File: src/rtl/logic_unit_pkg.sv
// Shared definitions for the registered logic unit: op-field width and op codes.
package logic_unit_pkg;

  localparam int OP_W = 3;

  localparam logic [OP_W-1:0] OP_NOT  = 3'd0;
  localparam logic [OP_W-1:0] OP_AND  = 3'd1;
  localparam logic [OP_W-1:0] OP_OR   = 3'd2;
  localparam logic [OP_W-1:0] OP_XOR  = 3'd3;
  localparam logic [OP_W-1:0] OP_NAND = 3'd4;
  localparam logic [OP_W-1:0] OP_NOR  = 3'd5;
  localparam logic [OP_W-1:0] OP_XNOR = 3'd6;
  localparam logic [OP_W-1:0] OP_PASS = 3'd7;

endpackage

File: src/rtl/logic_op_comb.sv
// Combinational bitwise operation and result flags; popcount output exists
// only when LOGIC_UNIT_POPCOUNT_EN is defined.
module logic_op_comb
  import logic_unit_pkg::*;
#(
  parameter int WIDTH = 16,
  localparam int POP_W = $clog2(WIDTH + 1)
) (
  input  logic [OP_W-1:0]  op,
  input  logic [WIDTH-1:0] a,
  input  logic [WIDTH-1:0] b,
  output logic [WIDTH-1:0] y,
  output logic             zero,
`ifdef LOGIC_UNIT_POPCOUNT_EN
  output logic [POP_W-1:0] pop,
`endif
  output logic             neg
);

  always_comb begin
    y = a;
    case (op)
      OP_NOT:  y = ~a;
      OP_AND:  y = a & b;
      OP_OR:   y = a | b;
      OP_XOR:  y = a ^ b;
      OP_NAND: y = ~(a & b);
      OP_NOR:  y = ~(a | b);
      OP_XNOR: y = ~(a ^ b);
      OP_PASS: y = a;
      default: y = a;
    endcase
  end

  assign zero = (y == '0);
  assign neg  = y[WIDTH-1];

`ifdef LOGIC_UNIT_POPCOUNT_EN
  always_comb begin
    pop = '0;
    for (int i = 0; i < WIDTH; i++) begin
      pop = pop + POP_W'(y[i]);
    end
  end
`endif

endmodule

File: src/rtl/logic_unit_pipe.sv
// Registered logic unit with a main/skid two-entry buffer so in_ready comes
// straight from a flop. Optional out_pop port under LOGIC_UNIT_POPCOUNT_EN.
//
// Handshake: a beat transfers on any rising edge where valid && ready; once
// out_valid rises it holds, with out_y/flags stable, until out_ready accepts it.
module logic_unit_pipe
  import logic_unit_pkg::*;
#(
  parameter int WIDTH = 16,
  localparam int POP_W = $clog2(WIDTH + 1)
) (
  input  logic             clk,
  input  logic             rst_n,
  input  logic             in_valid,
  output logic             in_ready,
  input  logic [OP_W-1:0]  in_op,
  input  logic [WIDTH-1:0] in_a,
  input  logic [WIDTH-1:0] in_b,
  output logic             out_valid,
  input  logic             out_ready,
  output logic [WIDTH-1:0] out_y,
  output logic             out_zero,
`ifdef LOGIC_UNIT_POPCOUNT_EN
  output logic [POP_W-1:0] out_pop,
`endif
  output logic             out_neg
);

  logic [WIDTH-1:0] new_y;
  logic             new_zero;
  logic             new_neg;

  logic             main_valid;
  logic [WIDTH-1:0] main_y;
  logic             main_zero;
  logic             main_neg;

  logic             skid_valid;
  logic [WIDTH-1:0] skid_y;
  logic             skid_zero;
  logic             skid_neg;

  logic in_fire;
  logic drain;

`ifdef LOGIC_UNIT_POPCOUNT_EN
  logic [POP_W-1:0] new_pop;
  logic [POP_W-1:0] main_pop;
  logic [POP_W-1:0] skid_pop;
`endif

  logic_op_comb #(.WIDTH(WIDTH)) u_op (
    .op   (in_op),
    .a    (in_a),
    .b    (in_b),
    .y    (new_y),
    .zero (new_zero),
`ifdef LOGIC_UNIT_POPCOUNT_EN
    .pop  (new_pop),
`endif
    .neg  (new_neg)
  );

  assign in_fire = in_valid && in_ready;
  assign drain   = main_valid && out_ready;

  // skid_valid is a flop, so in_ready has no combinational path from out_ready.
  assign in_ready = !skid_valid;

  always_ff @(posedge clk or negedge rst_n) begin
    if (!rst_n) begin
      main_valid <= 1'b0;
      main_y     <= '0;
      main_zero  <= 1'b1;
      main_neg   <= 1'b0;
      skid_valid <= 1'b0;
      skid_y     <= '0;
      skid_zero  <= 1'b1;
      skid_neg   <= 1'b0;
    end else if (drain) begin
      if (skid_valid) begin
        // in_ready was low, so no new beat can arrive this cycle
        main_y     <= skid_y;
        main_zero  <= skid_zero;
        main_neg   <= skid_neg;
        skid_valid <= 1'b0;
      end else if (in_fire) begin
        main_y    <= new_y;
        main_zero <= new_zero;
        main_neg  <= new_neg;
      end else begin
        main_valid <= 1'b0;
      end
    end else if (in_fire) begin
      if (!main_valid) begin
        main_valid <= 1'b1;
        main_y     <= new_y;
        main_zero  <= new_zero;
        main_neg   <= new_neg;
      end else begin
        skid_valid <= 1'b1;
        skid_y     <= new_y;
        skid_zero  <= new_zero;
        skid_neg   <= new_neg;
      end
    end
  end

`ifdef LOGIC_UNIT_POPCOUNT_EN
  // Popcount follows exactly the same entry movement as the result above.
  always_ff @(posedge clk or negedge rst_n) begin
    if (!rst_n) begin
      main_pop <= '0;
      skid_pop <= '0;
    end else if (drain) begin
      if (skid_valid) begin
        main_pop <= skid_pop;
      end else if (in_fire) begin
        main_pop <= new_pop;
      end
    end else if (in_fire) begin
      if (!main_valid) begin
        main_pop <= new_pop;
      end else begin
        skid_pop <= new_pop;
      end
    end
  end

  assign out_pop = main_pop;
`endif

  assign out_valid = main_valid;
  assign out_y     = main_y;
  assign out_zero  = main_zero;
  assign out_neg   = main_neg;

endmodule

File: config.mk
export PLATFORM = sky130hd
export DESIGN_NAME = logic_unit_pipe
export DESIGN_NICKNAME = d
export VERILOG_FILES = /design/src/rtl/logic_unit_pkg.sv /design/src/rtl/logic_op_comb.sv /design/src/rtl/logic_unit_pipe.sv
export SDC_FILE = /design/constraint.sdc
export NUM_CORES = 1
export LEC_CHECK = 0
export ABC_CLOCK_PERIOD_IN_PS = 6000
export BUFFER_PORTS_ARGS = -buffer_cell sky130_fd_sc_hd__buf_4
export CORE_MARGIN = 1
export CORE_UTILIZATION = 25
export CTS_BUF_LIST = sky130_fd_sc_hd__clkbuf_4
export DETAILED_ROUTE_END_ITERATION = 8
export PLACE_DENSITY = 0.53
export REMOVE_ABC_BUFFERS = 1
export SLEW_MARGIN = 20
export SYNTH_ARGS = -nofsm -noshare
export SYNTH_HDL_FRONTEND = slang
export SYNTH_SLANG_ARGS = --single-unit
File: constraint.sdc
create_clock -name clk -period 6 [get_ports clk]
set_clock_uncertainty 0.1 [all_clocks]
set_input_delay 1.2 -clock clk [delete_from_list [all_inputs] [get_ports clk]]
set_output_delay 1.2 -clock clk [all_outputs]
set_load 0.005 [all_outputs]
# After elaboration in Yosys (flattened, before gate mapping)
# Cells that the tools add are included.
dict set report op_classes {
  n_eq_ne 10
  n_mux 23
  bitwise 8
  reduce_logical 12
}
# cell count
set op_table {}
lappend op_table {{$pmux 16 s8} 1}
lappend op_table {{$mux 16} 5}
lappend op_table {{$not 16->16} 4}
lappend op_table {{$mux 1} 17}
lappend op_table {{$and 16x16->16} 1}
lappend op_table {{$logic_not 16->1} 1}
lappend op_table {{$or 16x16->16} 1}
lappend op_table {{$xor 16x16->16} 1}
lappend op_table {{$eq 3x3->1 const B} 4}
lappend op_table {{$reduce_and 3->1} 3}
lappend op_table {{$eq 3x2->1 const B} 2}
lappend op_table {{$reduce_bool 2->1} 3}
lappend op_table {{$ne 2x2->1 const B} 2}
lappend op_table {{$eq 3x1->1 const B} 1}
lappend op_table {{$logic_not 3->1} 1}
lappend op_table {{$logic_and 1x1->1} 2}
lappend op_table {{$ne 2x1->1 const B} 1}
lappend op_table {{$reduce_and 2->1} 1}
lappend op_table {{$logic_not 1->1} 1}
lappend op_table {{$not 1->1} 1}
dict set report totals {
  regBits 38
  in_bits 39
  output_inout_bits 20
  wordCells 61
}

# Longest topological paths before layout
dict set report logic_depth {
  word_depth 7
  ltp_mapped 10
  ltp_nobuf 9
}

# By module
# Synthesis repeated with hierarchy kept, for this count alone.
dict set report hier_totals {
  hier_cells 384
  area_unflattened_um2 3567.2
}
# module instances cells_each area_each_um2 seq_area_each_um2
set by_module_without_submodules {}
lappend by_module_without_submodules {logic_op_comb 1 275 1785.5 0.0}
lappend by_module_without_submodules {logic_unit_pipe 1 109 1781.7 953.4}

# Worst setup path before layout
# No wires, ideal clock.
dict set report synth_timing {
  path_kind {input to register}
  startpoint {input port in_a[14]}
  endpoint {register skid_zero}
  setup_time_ns 0.072
  t_arrival_ns 2.725
  required_ns 5.828
  slack_ns 3.103
  stages 9
  path_buffers 0
  cell_sequence {inv_1 -> ha_1 -> mux2i_1 -> nor2_1 -> a2111oi_1 -> o211ai_1 -> a211oi_2 -> nand4_1 -> o21ai_1}
}
dict set report synth_via {
  elab_chain_len 4
  elab_cells_between_ends 9
  classes_between {mux: 1; bitwise: 7; reduce/logical: 1}
}
# element line_no
set synth_rtl {}
lappend synth_rtl {{start, declared} logic_unit_pipe.sv:17} ;# input logic [WIDTH-1:0] in_a,
lappend synth_rtl {{$xor 16x16->16 (tied with other cells)} {logic_op_comb.sv:26, logic_op_comb.sv:29}}
lappend synth_rtl {{$not 16->16 (on tied branches)} {logic_op_comb.sv:29, logic_op_comb.sv:27, logic_op_comb.sv:28}}
lappend synth_rtl {{$pmux 16 s8 *} logic_op_comb.sv:22} ;# case (op)
lappend synth_rtl {{$logic_not 16->1 *} logic_op_comb.sv:35} ;# assign zero = (y == '0);
lappend synth_rtl {{end signal, assigned} logic_unit_pipe.sv:103} ;# skid_zero <= new_zero;
lappend synth_rtl {{end, declared} logic_unit_pipe.sv:40} ;# logic skid_zero;
# Every way passes the cells marked *; elsewhere a longest branch is shown, timed or not.
# A chain may end at the register's enable or synchronous reset.

# Worst setup path after layout
dict set report layout_timing {
  startpoint {input port in_op[0]}
  endpoint {register skid_zero}
}
dict set report layout_via {
  elab_chain_len 3
  elab_cells_between_ends 10
  classes_between {eq/ne: 7; mux: 1; reduce/logical: 2}
}
# element line_no
set layout_rtl {}
lappend layout_rtl {{start, declared} logic_unit_pipe.sv:16} ;# input logic [OP_W-1:0] in_op,
lappend layout_rtl {{$eq 3x3->1 (tied with other cells)} logic_op_comb.sv:22}
lappend layout_rtl {{$pmux 16 s8 *} logic_op_comb.sv:22}
lappend layout_rtl {{$logic_not 16->1 *} logic_op_comb.sv:35}
# Marks and branches as above.

==> summary.md <==
| Metric | Value |
|---|---|
| Multiplexer share of the synthesized area | 0.0609 |
| Required time worst endpoint | a little over 6 ns |
| #FFs+latches synth | 36 |
| NetSw | between 400 and 500 uW |
| Fraction of the yosys area taken by sequential cells | 0.280 |
| Crit-path cells | buf_4 > inv_2 > a21oi_1 > a2111oi_1 > o211ai_1 > a211oi_2 > nand4_1 > o21ai_1 |
| Yosys Warn Count | 0 |
| Worst Path Arrival | between 3 and 4 ns |
| Area of the multi-input gates | roughly 0.002 sq mm |
| Cell taking the most area after synthesis | dfrtp_1 |
| Reg power frac | 0.404 |
| DRC errors left | 0 |
| Slowest cell on crit path | a2111oi_1 |
| Hold Vio Cnt, Final | 0 |
| Setup violators final | 0 |
| Area Growth Syn to Fin | 16.5% |
| Critical setup path kind | in -> reg |
| Total power | around 1.1 mW |
| Post-synthesis cell type count | 56 |
| Reg-to-Reg End | skid_y[5] |
| Synth Area in XOR/XNOR | 0 |
| Area share of the largest cell type after synthesis | 0.264 |
| Clk sink count | 36 |
| Crit path max fanout | 34 |
| Post-synthesis adder-cell area fraction | 0.128 |
| Max Clock Freq | 324 MHz |
| Placer's final routability congestion estimate | ~0.73 |
| Post-route ant nets | 0 |
| Nets | 490 |
| Initial antenna violation count | 0 |
| Post-synth ARST share | 1.00 |
| Die area | between 0.01 and 0.015 sq mm |
| Slew @ Worst Pin | 0.974 ns |
| Compound-Gate Fraction of Synth Area | 0.277 |
| Post-synthesis simple-gate area fraction | 0.150 |
| Reg area | approximately 900 sq um |
| Iter 0 DRT Violations | roughly 220 |
| Vias in the first global route | between 2000 and 3000 |
| I/O Buffers | 58 |
| Fillers | around 1400 |
| Switching Fraction | 0.377 |
| Die width | approximately 120 um |
| VDD IR max | 0.101 mV |
| Pwr per Cell Area | between 200 and 300 mW/mm^2 |
| Synth Flop Type | dfrtp_1 |
| Reg2reg setup slack | about 4 ns |
| Max Slew Vio Count | 0 |
| Gr ovfl total | 0 |
| Nature of the critical path startpoint | input port |
| Top delay family on crit path | compound AO/OA/AOI/OAI gates |
| Std cell rows | 41 |
| Hold Path Origin | skid_zero |
| Largest net degree at the start of global routing | 54 |
| Status | finished, final reports clean |
| Initial core utilization | 0.255 |
| Number of enable flip-flop cells after synthesis | 0 |
| Worst reg2reg path startpoint | out_valid |
| Clk root buf | clkbuf_4 |
| HPWL Detailed | about 5900 um |
| Rel. slew slack | 0.350 |
| Syn avg cell area | 8.50 sq um |
| Post-Route WL | around 8000 um |
| Tot GR Track Use | 0.122 |
| Final min period | around 3.1 ns |
| Crit end category | register |
| Setup TNS | 0 ns |
| Largest stage delay, worst path | about 0.51 ns |
| Clk Latency, worst-skew pair | approximately 0.33 ns |
| Main combinational cell family by area after synthesis | compound AO/OA/AOI/OAI gates |
| Pleak | between 1.5 and 2 nW |
| Antenna diodes | 0 |
| Hold EP | skid_zero |
| WHS Path Cells | 2 |
| Worst-path clk slew | ~0.10 ns |
| Vias after detailed routing | approximately 2900 |
| Syn Inst Count | between 300 and 400 |
| Clock share of power | 0.126 |
| Cts hold-fix bufs | 0 |
| Top cells by area, synth | dfrtp_1 26%, ha_1 13%, nand2_1 5.7% |
| WP buf/inv | 2 |
| First-pass GRT wire length | about 13000 um |
| Wire per inst | between 10 and 15 um |
| CTS-repair resized insts | 0 |
| Worst hold slack | between 0.3 and 0.4 ns |
| Cell internal pwr | ~660 uW |
| R2R depth | 4 |
| RSZ-0062 raised after global routing | false |
| Setup Fix Bufs, Post-CTS | 0 |
| Final period utilization | 0.514 |
| CTS Buf Count | 5 |
| Max H-tree Level | 2 |
| Synth Cell Area | between 0.003 and 0.004 sq mm |
| IO Pins | 59 |
| Comb power frac | 0.470 |
| Final core utilization | 0.298 |
| Pre-antenna DRT Iters | 4 |
| Worst min-delay path category | reg -> reg |
| Clk buf depth | 2 |
| CTS tree | yes |
| Max Cap Violations | 0 |
| Fraction of layout cells with a size suffix above 1 | 0.239 |
| Via density | slightly below 5 |
| Core area | 0.0126 sq mm |
| Die height | between 100 and 150 um |
-- Yosys cell counts (all sizes together), types with 3 or more instances --
cell and instances:
a21oi 20, clkbuf 11, o221a 8, nand2 50, dfrtp 34, a31oi 17, mux2i 5, o21ai 17
nand3 8, nor2 31, a221oi 12, o22ai 11, mux2 13, ha 33, o211ai 7, inv 38
a32o 9, nor2b 3, nor3 4, a211oi 5, buf 16
-- registers in the layout (all words and copies together) (netlist names) --
name and flops:
out_zero 1, skid_y 16, skid_valid 1, skid_zero 1, out_valid 1, out_y 16
-- worst max-delay path by stage --
stage               slack, ns      start  cells past startpoint        end
floorplan                2.27  out_ready                      5   out_zero
global placement         2.61   in_op[2]                      8  skid_zero
detailed placement       2.57   in_op[2]                      8  skid_zero
CTS                      2.93   in_op[2]                      8  skid_zero
global route             2.75   in_op[2]                      8  skid_zero
finish                   2.91   in_op[0]                      8  skid_zero
-- cells in the final DEF, fill, tap and decap left out, types with 3 or more instances in the layout --
master / n
dfrtp_1: 34
mux2_2: 12
nand3_1: 8
a32o_1: 9
ha_1: 33
clkbuf_4: 7
o21ai_0: 15
nor3_1: 3
a31oi_1: 16
buf_4: 59
o221a_2: 6
nor2b_1: 3
nand2_1: 49
a211oi_1: 4
mux2i_1: 5
nor2_1: 29
a21oi_1: 20
a221oi_1: 10
inv_1: 36
o22ai_1: 11
o211ai_1: 7
-- cell type report --
cell class | count | share of cell area
sequential | 36 | 0.241
tap | 172 | 0.0573
inverter | 38 | 0.0386
clock buffer | 7 | 0.0140
timing repair buffer | 59 | 0.118
multi-input combinational | 278 | 0.530
clock inverter | 1 | 0.00133
-- worst reg2reg max path: cells and delay by family (launching register included) --
kind,cells,cell delay [ns]
muxes,1,0.55
and+or+nand+nor,2,0.86
DFF,1,0.40
buffers and inverters,1,0.09
-- kinds of logic (layout without fill, tap and decap cells) --
| logic type | Yosys count | after routing |
|---|---|---|
| flip-flops | 36 | 36 |
| adder cells (fa/ha/maj) | 33 | 33 |
| AO/OA/AOI/OAI | 121 | 121 |
| multiplexers | 18 | 18 |
| AND/OR/NAND/NOR | 106 | 106 |
| buffers and inverters | 65 | 105 |
-- stage by stage --
step                instances  area, sq um  setup WS [ns]
finish                    591         3760           2.91
global route              591         3760           2.75
CTS                       591         3760           2.93
detailed placement        583         3700           2.57
global placement          583         3700           2.61
floorplan                 352         3030           2.27
-- per-layer routing --
metal / vias up / wire (um) / GRT usage
met5: - / 0 / 0
met4: 0 / 197 / 0.0450
met3: 13 / 315 / 0.0204
met2: 64 / 3600 / 0.190
met1: 1322 / 3940 / 0.170
li1: 1461 / - / -
-- power groups by stage --
stage / sequential [mW] / combinational, mW / clock (mW)
finish: 0.429 / 0.499 / 0.133
global route: 0.447 / 0.563 / 0.150
CTS: 0.431 / 0.506 / 0.139
detailed placement: 0.436 / 0.505 / 0
global placement: 0.432 / 0.492 / 0
floorplan: 0.428 / 0.281 / 0
Note: power is estimated with default switching activity, not from simulation.
